`src/rtl/updown_counter_load.sv`:
```
// updown_counter_load: loadable up/down modulo counter with wrap/saturate, terminal-count and compare flags.
// Optional en-cycle prescaler enabled by defining UDCNT_PRESCALE_EN. Rev 1.0
`default_nettype none

module updown_counter_load #(
  parameter int               WIDTH    = 8,
  parameter logic [WIDTH-1:0] MAX_VAL  = {WIDTH{1'b1}},
  parameter int               PRESCALE = 4
) (
  input  logic             clk,
  input  logic             rst,
  input  logic             en,
  input  logic             load,
  input  logic [WIDTH-1:0] data,
  input  logic             up,
  input  logic             sat_mode,
  input  logic [WIDTH-1:0] cmp_val,
  output logic [WIDTH-1:0] out,
  output logic             tc,
  output logic             cmp_match
);

  if (WIDTH < 2 || PRESCALE < 2) begin : g_param_check
    $error("updown_counter_load: WIDTH and PRESCALE must both be >= 2");
  end

  logic             step;
  logic [WIDTH-1:0] next_out;
  logic             next_tc;
  logic [WIDTH:0]   cur_ext;
  logic [WIDTH:0]   max_ext;
  logic [WIDTH:0]   data_ext;

  // Bounds are compared one bit wider so a MAX_VAL below the full range never aliases.
  assign cur_ext  = {1'b0, out};
  assign max_ext  = {1'b0, MAX_VAL};
  assign data_ext = {1'b0, data};

`ifdef UDCNT_PRESCALE_EN
  localparam int PS_W = $clog2(PRESCALE);

  logic [PS_W-1:0] ps_cnt;
  logic            ps_tick;

  assign ps_tick = (ps_cnt == PS_W'(PRESCALE - 1));
  assign step    = en & ~load & ps_tick;

  always_ff @(posedge clk) begin
    if (rst || load) begin
      ps_cnt <= '0;
    end else if (en) begin
      ps_cnt <= ps_tick ? '0 : ps_cnt + PS_W'(1);
    end
  end
`else
  assign step = en & ~load;
`endif

  always_comb begin
    next_out = out;
    next_tc  = 1'b0;
    if (load) begin
      next_out = (data_ext > max_ext) ? MAX_VAL : data;
    end else if (step) begin
      if (up) begin
        if (cur_ext < max_ext) begin
          next_out = out + WIDTH'(1);
        end else begin
          next_tc  = 1'b1;
          next_out = sat_mode ? MAX_VAL : '0;
        end
      end else begin
        if (cur_ext != '0) begin
          next_out = out - WIDTH'(1);
        end else begin
          next_tc  = 1'b1;
          next_out = sat_mode ? '0 : MAX_VAL;
        end
      end
    end
  end

  // The compare looks at the value being registered, so the flag lines up with out.
  always_ff @(posedge clk) begin
    if (rst) begin
      out       <= '0;
      tc        <= 1'b0;
      cmp_match <= 1'b0;
    end else begin
      out       <= next_out;
      tc        <= next_tc;
      cmp_match <= (next_out == cmp_val);
    end
  end

endmodule

`default_nettype wire

```
`config.mk`:
```
export PLATFORM = sky130hd
export DESIGN_NAME = updown_counter_load
export DESIGN_NICKNAME = d
export VERILOG_FILES = /design/src/rtl/updown_counter_load.sv
export SDC_FILE = /design/constraint.sdc
export NUM_CORES = 1
export LEC_CHECK = 0
export CAP_MARGIN = 20
export CORE_ASPECT_RATIO = 0.75
export CORE_MARGIN = 3
export CORE_UTILIZATION = 38
export CTS_CLUSTER_SIZE = 8
export DETAILED_ROUTE_END_ITERATION = 6
export SLEW_MARGIN = 20
export SYNTH_ARGS = -nofsm -noshare
export SYNTH_HDL_FRONTEND = slang
export SYNTH_SLANG_ARGS = --single-unit
```
`constraint.sdc`:
```
create_clock -name clk -period 3.3 [get_ports clk]
set_input_delay 0.33 -clock clk [delete_from_list [all_inputs] [get_ports clk]]
set_output_delay 0.33 -clock clk [all_outputs]
set_load 0.01 [all_outputs]
```
== After elaboration in Yosys (flattened, before gate mapping) ==
Index checks and enable logic that the tools add are counted.

* Word-level logic and storage cells: 24
* Flip-flop bits (word level): 10
* Bits of input ports: 22
* Output and inout port bits: 10

* $add $sub $neg: 2
* Order comparisons: 2
* Bitwise logic cells: 3
* Equality and inequality tests: 1
* Multiplexer cells: 11
* Reduce and logical (&&, ||, !) cells: 2

{| class="wikitable"
|+ Operator list
! kind !! count
|-
| 8-bit two-way mux || 8
|-
| 9-bit nonzero test || 1
|-
| 8-bit by 1-bit adder with 8-bit output, second input constant || 1
|-
| 8-bit == test || 1
|-
| 8-bit > comparator, second input constant || 1
|-
| 8-bit less-than comparator, second input constant || 1
|-
| 8-bit by 1-bit subtractor with 8-bit output, second input constant || 1
|-
| 1-bit two-way mux || 3
|-
| 3-bit OR reduction || 1
|-
| 1-bit inverter || 2
|-
| 1-bit AND || 1
|}

== Longest topological paths before layout ==
* Word-level depth: 6
* Mapped depth: 10
* Depth with buffers taken out: 9

== Least setup slack after synthesis ==
Ideal clock, no wire load.

* Path type: flip-flop to flip-flop
* Start point: reg out[0]
* End point: reg cmp_match
* Path slack: 0.828 ns
* Cell stages (with the launch flop): 11
* Arrival time: 2.384 ns
* Path buffers: 1
* Clock period less this slack: 2.472 ns
* Required time: 3.212 ns
* Library setup time: 0.088 ns
* Cell sequence: dfxtp_1 -> clkbuf_1 -> inv_1 -> ha_1 -> nor4b_4 -> a31oi_1 -> a2bb2oi_2 -> xnor2_1 -> a2111oi_2 -> o211ai_1 -> nor4_2

* Cells in the longest elaborated chain, start to end: 6
* Elaborated cells between the ends (all ways): 10
* Classes of those cells: add/sub: 2; order compare: 1; eq/ne: 1; mux: 5; reduce/logical: 1

{| class="wikitable"
|+ Ends and longest elaborated chain
! item !! line !! RTL
|-
| from (decl) || 18 || <nowiki>output logic [WIDTH-1:0] out,</nowiki>
|-
| from (signal assigned) || 90 || <nowiki>out <= next_out;</nowiki>
|-
| 8-bit by 1-bit subtractor with 8-bit output (tied with other cells) || 74 || <nowiki>next_out = out - WIDTH'(1);</nowiki>
|-
| 8-bit two-way mux, on equally long branches || 73, 66 ||
|-
| 8-bit two-way mux || 65 || <nowiki>if (up) begin</nowiki>
|-
| 8-bit two-way mux (*) || 64 || <nowiki>end else if (step) begin</nowiki>
|-
| 8-bit two-way mux (*) || 62 || <nowiki>if (load) begin</nowiki>
|-
| 8-bit == test (*) || 92 || <nowiki>cmp_match <= (next_out == cmp_val);</nowiki>
|-
| to (signal assigned) || 92 ||
|-
| to (decl) || 20 || <nowiki>output logic cmp_match</nowiki>
|}

Mark *: on every way between the ends. The rest lies on a longest branch, timed or not.
A chain may end at the register's enable or synchronous reset.

== Worst setup path after layout ==
Same ends and word-level chain as after synthesis.

==> results_tabular.tex <==
\begin{tabular}{lr}
\hline
Metric & Value \\
\hline
\multicolumn{2}{l}{\textbf{Outcome}} \\
Result of the run & finished, final reports clean \\
\multicolumn{2}{l}{\textbf{Yosys}} \\
Cell type with the largest total area after synthesis & sky130\_fd\_sc\_hd\_\_dfxtp\_1 \\
Synth async-reset ratio & 0 \\
Most used flip-flop cell after synthesis & sky130\_fd\_sc\_hd\_\_dfxtp\_1 \\
Post-synthesis net count & 199 \\
Number of enable flip-flop cells after synthesis & 0 \\
Share of the synthesized area in the top cell type & 0.1573 \\
Largest cells by area after synthesis & sky130\_fd\_sc\_hd\_\_dfxtp\_1 16\%, sky130\_fd\_sc\_hd\_\_xnor2\_1 6.9\%, sky130\_fd\_sc\_hd\_\_a21oi\_1 5.5\% \\
Mean area per synthesized cell & 7.313 um2 \\
Cells after synthesis & 174 \\
Distinct cells, synth & 50 \\
Number of warnings printed during yosys synthesis & 0 \\
Number of synthesized register bits & 10 \\
Synthesized cell area & 0.001272 mm2 \\
Share of synthesized area occupied by flip-flops and latches & 0.1573 \\
\multicolumn{2}{l}{\textbf{Layout}} \\
Core occupancy in the finished layout & 0.5359 \\
Area added between synthesis and finish & 29.01\% \\
Antenna Diode Count & 0 \\
Most common library cell in the layout ignoring fill and taps & sky130\_fd\_sc\_hd\_\_clkdlybuf4s50\_1 \\
Leading cell types in the layout, fill and taps excluded & 31 x sky130\_fd\_sc\_hd\_\_clkdlybuf4s50\_1, 15 x sky130\_fd\_sc\_hd\_\_nand2\_1, 14 x sky130\_fd\_sc\_hd\_\_nor2\_1, 14 x sky130\_fd\_sc\_hd\_\_a21oi\_1 \\
Final \#Nets & 223 \\
Count of non-filler cells in the finished layout & 235 \\
Layout filler cell count & 302 \\
Fraction of final layout cells with drive strength greater than 1 & 0.08122 \\
\multicolumn{2}{l}{\textbf{Clocking}} \\
Clock latency of the later-clocked register in the worst-skew pair & 0.24 ns \\
Hold buffer count at CTS & 0 \\
Number of buffers added for setup after CTS & 0 \\
Clock transition time at the flip-flop clock pins of the worst setup and hold paths & 0.05 ns \\
Clock sink count & 10 \\
Library cell used as clock root buffer & sky130\_fd\_sc\_hd\_\_clkbuf\_8 \\
Clock tree from TritonCTS & done \\
Cts repair resizes & 0 \\
H-tree lvl count & 1 \\
Inserted Clock Buffers & 3 \\
Max Root-Sink Buffers & 2 \\
\multicolumn{2}{l}{\textbf{Floorplanning}} \\
Total I/O pin count & 32 \\
Std-Cell Rows & 17 \\
Std-Cell Core Area & 0.003063 mm2 \\
Die Area & 0.004086 mm2 \\
Die height & 56.12 um \\
Starting Density & 0.4154 \\
Width of the die & 72.82 um \\
\multicolumn{2}{l}{\textbf{Routing}} \\
Routed length on met3 & 404 um \\
Via count of the routed design & 1,405 \\
Number of design-rule violations left by the first detailed-router iteration & 130 \\
DRC viols & 0 \\
Top routing layer in use & met4 \\
Via/cell ratio & 5.979 \\
Total met2 wirelength after detailed routing & 1.720 mm \\
Wirelength, routed & 3.989 mm \\
Met1 layer wirelength in the final routing & 1.849 mm \\
Total iterations of the first detailed-routing run & 5 \\
Remaining number of nets flagged by the antenna check after routing & 0 \\
Routed WL per cell & 16.97 um \\
\multicolumn{2}{l}{\textbf{Setup path}} \\
Crit end category & flop \\
Crit path kind & reg2reg \\
Nature of the critical path startpoint & flop \\
Data arrival time of the worst path & 3.12 ns \\
Highest net fanout along the worst path & 10 \\
Required time of the critical path & 3.44 ns \\
Depth of the most critical reg-to-reg path & 9 \\
\multicolumn{2}{l}{\textbf{STA}} \\
Setup repair after global routing missed its margin & no \\
Actual slew at the worst max-slew pin & 0.6899 ns \\
Maximum clock skew at final layout & 0.001828 ns \\
Worst slew margin relative to its limit & 0.5394 \\
Number of slew-limit violations in the final report & 0 \\
Part of the cycle the worst path needs & 0.9015 \\
Setup TNS & 0 ns \\
Final Hold Viols & 0 \\
Setup slack of the critical path after layout & 0.3249 ns \\
Final setup violation count & 0 \\
Minimum clock period after layout & 2.975 ns \\
Maximum clock frequency & 0.3361 GHz \\
\multicolumn{2}{l}{\textbf{Power}} \\
Proportion of power drawn by flip-flops and latches & 0.302 \\
Combinational fraction of design power & 0.405 \\
Leakage component of the power & 0.5760 nW \\
Largest voltage drop on the vdd net & 0.0002252 V \\
Internal & 0.0003405 W \\
Total power divided by cell area & 321.5 mW/mm2 \\
Final total power & 0.0005278 W \\
Switch Pwr & 0.0001873 W \\
Clock share of power & 0.293 \\
Switching power as a share of total power & 0.3549 \\
\multicolumn{2}{l}{\textbf{GRT}} \\
Global-route wire length before repair & 6.499 mm \\
Pin count of the biggest net entering global routing & 24 \\
Initial antenna violation count & 0 \\
Overall routing resource usage & 0.2026 \\
Vias in the first global route & 1,288 \\
Global route total overflow & 0 \\
\multicolumn{2}{l}{\textbf{Flow run}} \\
Max Cap Violations & 0 \\
\multicolumn{2}{l}{\textbf{Place}} \\
Port bufs & 31 \\
Estimated wirelength of the detail-placed design & 3.058 mm \\
Pre-CTS WS & 0.3467 ns \\
Last weighted congestion value of the routability-driven placer & 0.8527 \\
Post-placement cell count & 231 \\
\multicolumn{2}{l}{\textbf{Min path}} \\
Cell depth of the worst hold path & 3 \\
Worst hold path class & in2reg \\
\hline
\end{tabular}
## stage by stage
| stage | hold WS (ns) | cell area, um2 |
|---|---|---|
| 6_report | 0.7711 | 1642 |
| 3_5_place_dp | 0.8281 | 1587 |
| 2_1_floorplan | 0.4747 | 1272 |
| 3_3_place_gp | 0.8255 | 1587 |
| 4_1_cts | 0.7681 | 1642 |
| 5_1_grt | 0.8118 | 1642 |
## cells in the mapped netlist (all sizes together) (4+ instances only)
cell type	instances
a31oi	6
xor2	5
a211oi	6
nand3	7
clkbuf	10
nor3	6
dfxtp	10
xnor2	10
inv	6
nor4	4
nor2	14
nand2	15
buf	6
a21oi	14
o21ai	7
o31ai	4
## power by group through the flow
stage / Sequential (W) / Combinational, W / Clock [W]
after floorplan: 0.000144 / 0.000150 / 0
after global placement: 0.000161 / 0.000212 / 0
after detailed placement: 0.000161 / 0.000211 / 0
after CTS: 0.000159 / 0.000213 / 0.000159
after global routing: 0.000161 / 0.000236 / 0.000161
final: 0.000159 / 0.000214 / 0.000155
## critical path, stage by stage (launching register included)
cell,delay [ns]
sky130_fd_sc_hd__dfxtp_1,0.55
sky130_fd_sc_hd__inv_1,0.16
sky130_fd_sc_hd__ha_1,0.27
sky130_fd_sc_hd__nor4b_4,0.17
sky130_fd_sc_hd__a31oi_1,0.56
sky130_fd_sc_hd__a2bb2oi_2,0.15
sky130_fd_sc_hd__xnor2_1,0.17
sky130_fd_sc_hd__a2111oi_2,0.41
sky130_fd_sc_hd__o211ai_1,0.18
sky130_fd_sc_hd__nor4_2,0.27
## worst paths after layout
path               endpoint     from  slack (ns)
hold reg to reg      out[1]   out[1]        0.84
hold / removal       out[2]  data[2]        0.77
setup reg to reg  cmp_match   out[0]        0.32
setup / recovery  cmp_match   out[0]        0.32
## per-layer routing
metal / global-route usage / vias up
met4: 0.03421 / 0
met5: 0 / -
met3: 0.05776 / 2
li1: - / 696
met1: 0.3123 / 633
met2: 0.2751 / 74
## kinds of logic (layout without fill, tap and decap cells)
kind of cell    after synthesis  after routing  share of synthesized area
fa+ha+maj                     3              3                    0.02950
simple gates                 65             65                     0.2940
xor+xnor                     15             15                     0.1032
compound gates               56             56                     0.3166
flops                        10             10                     0.1573
mux                           3              3                    0.02360
buf+inv                      22             45                    0.07572
## final cells by class
cell class	count	area, um2	area share
Clock buffer	4	55.05	0.03354
Sequential cell	10	200.2	0.1220
Multi-Input combinational cell	142	975.9	0.5945
Timing Repair Buffer	35	340.3	0.2073
Tap cell	38	47.55	0.02896
Inverter	6	22.52	0.01372
## sequential cells by signal, indices dropped and copies added, names as in the netlist
name and count:
out 8, tc 1, cmp_match 1
No activity file was read; power rests on OpenSTA's default activity.
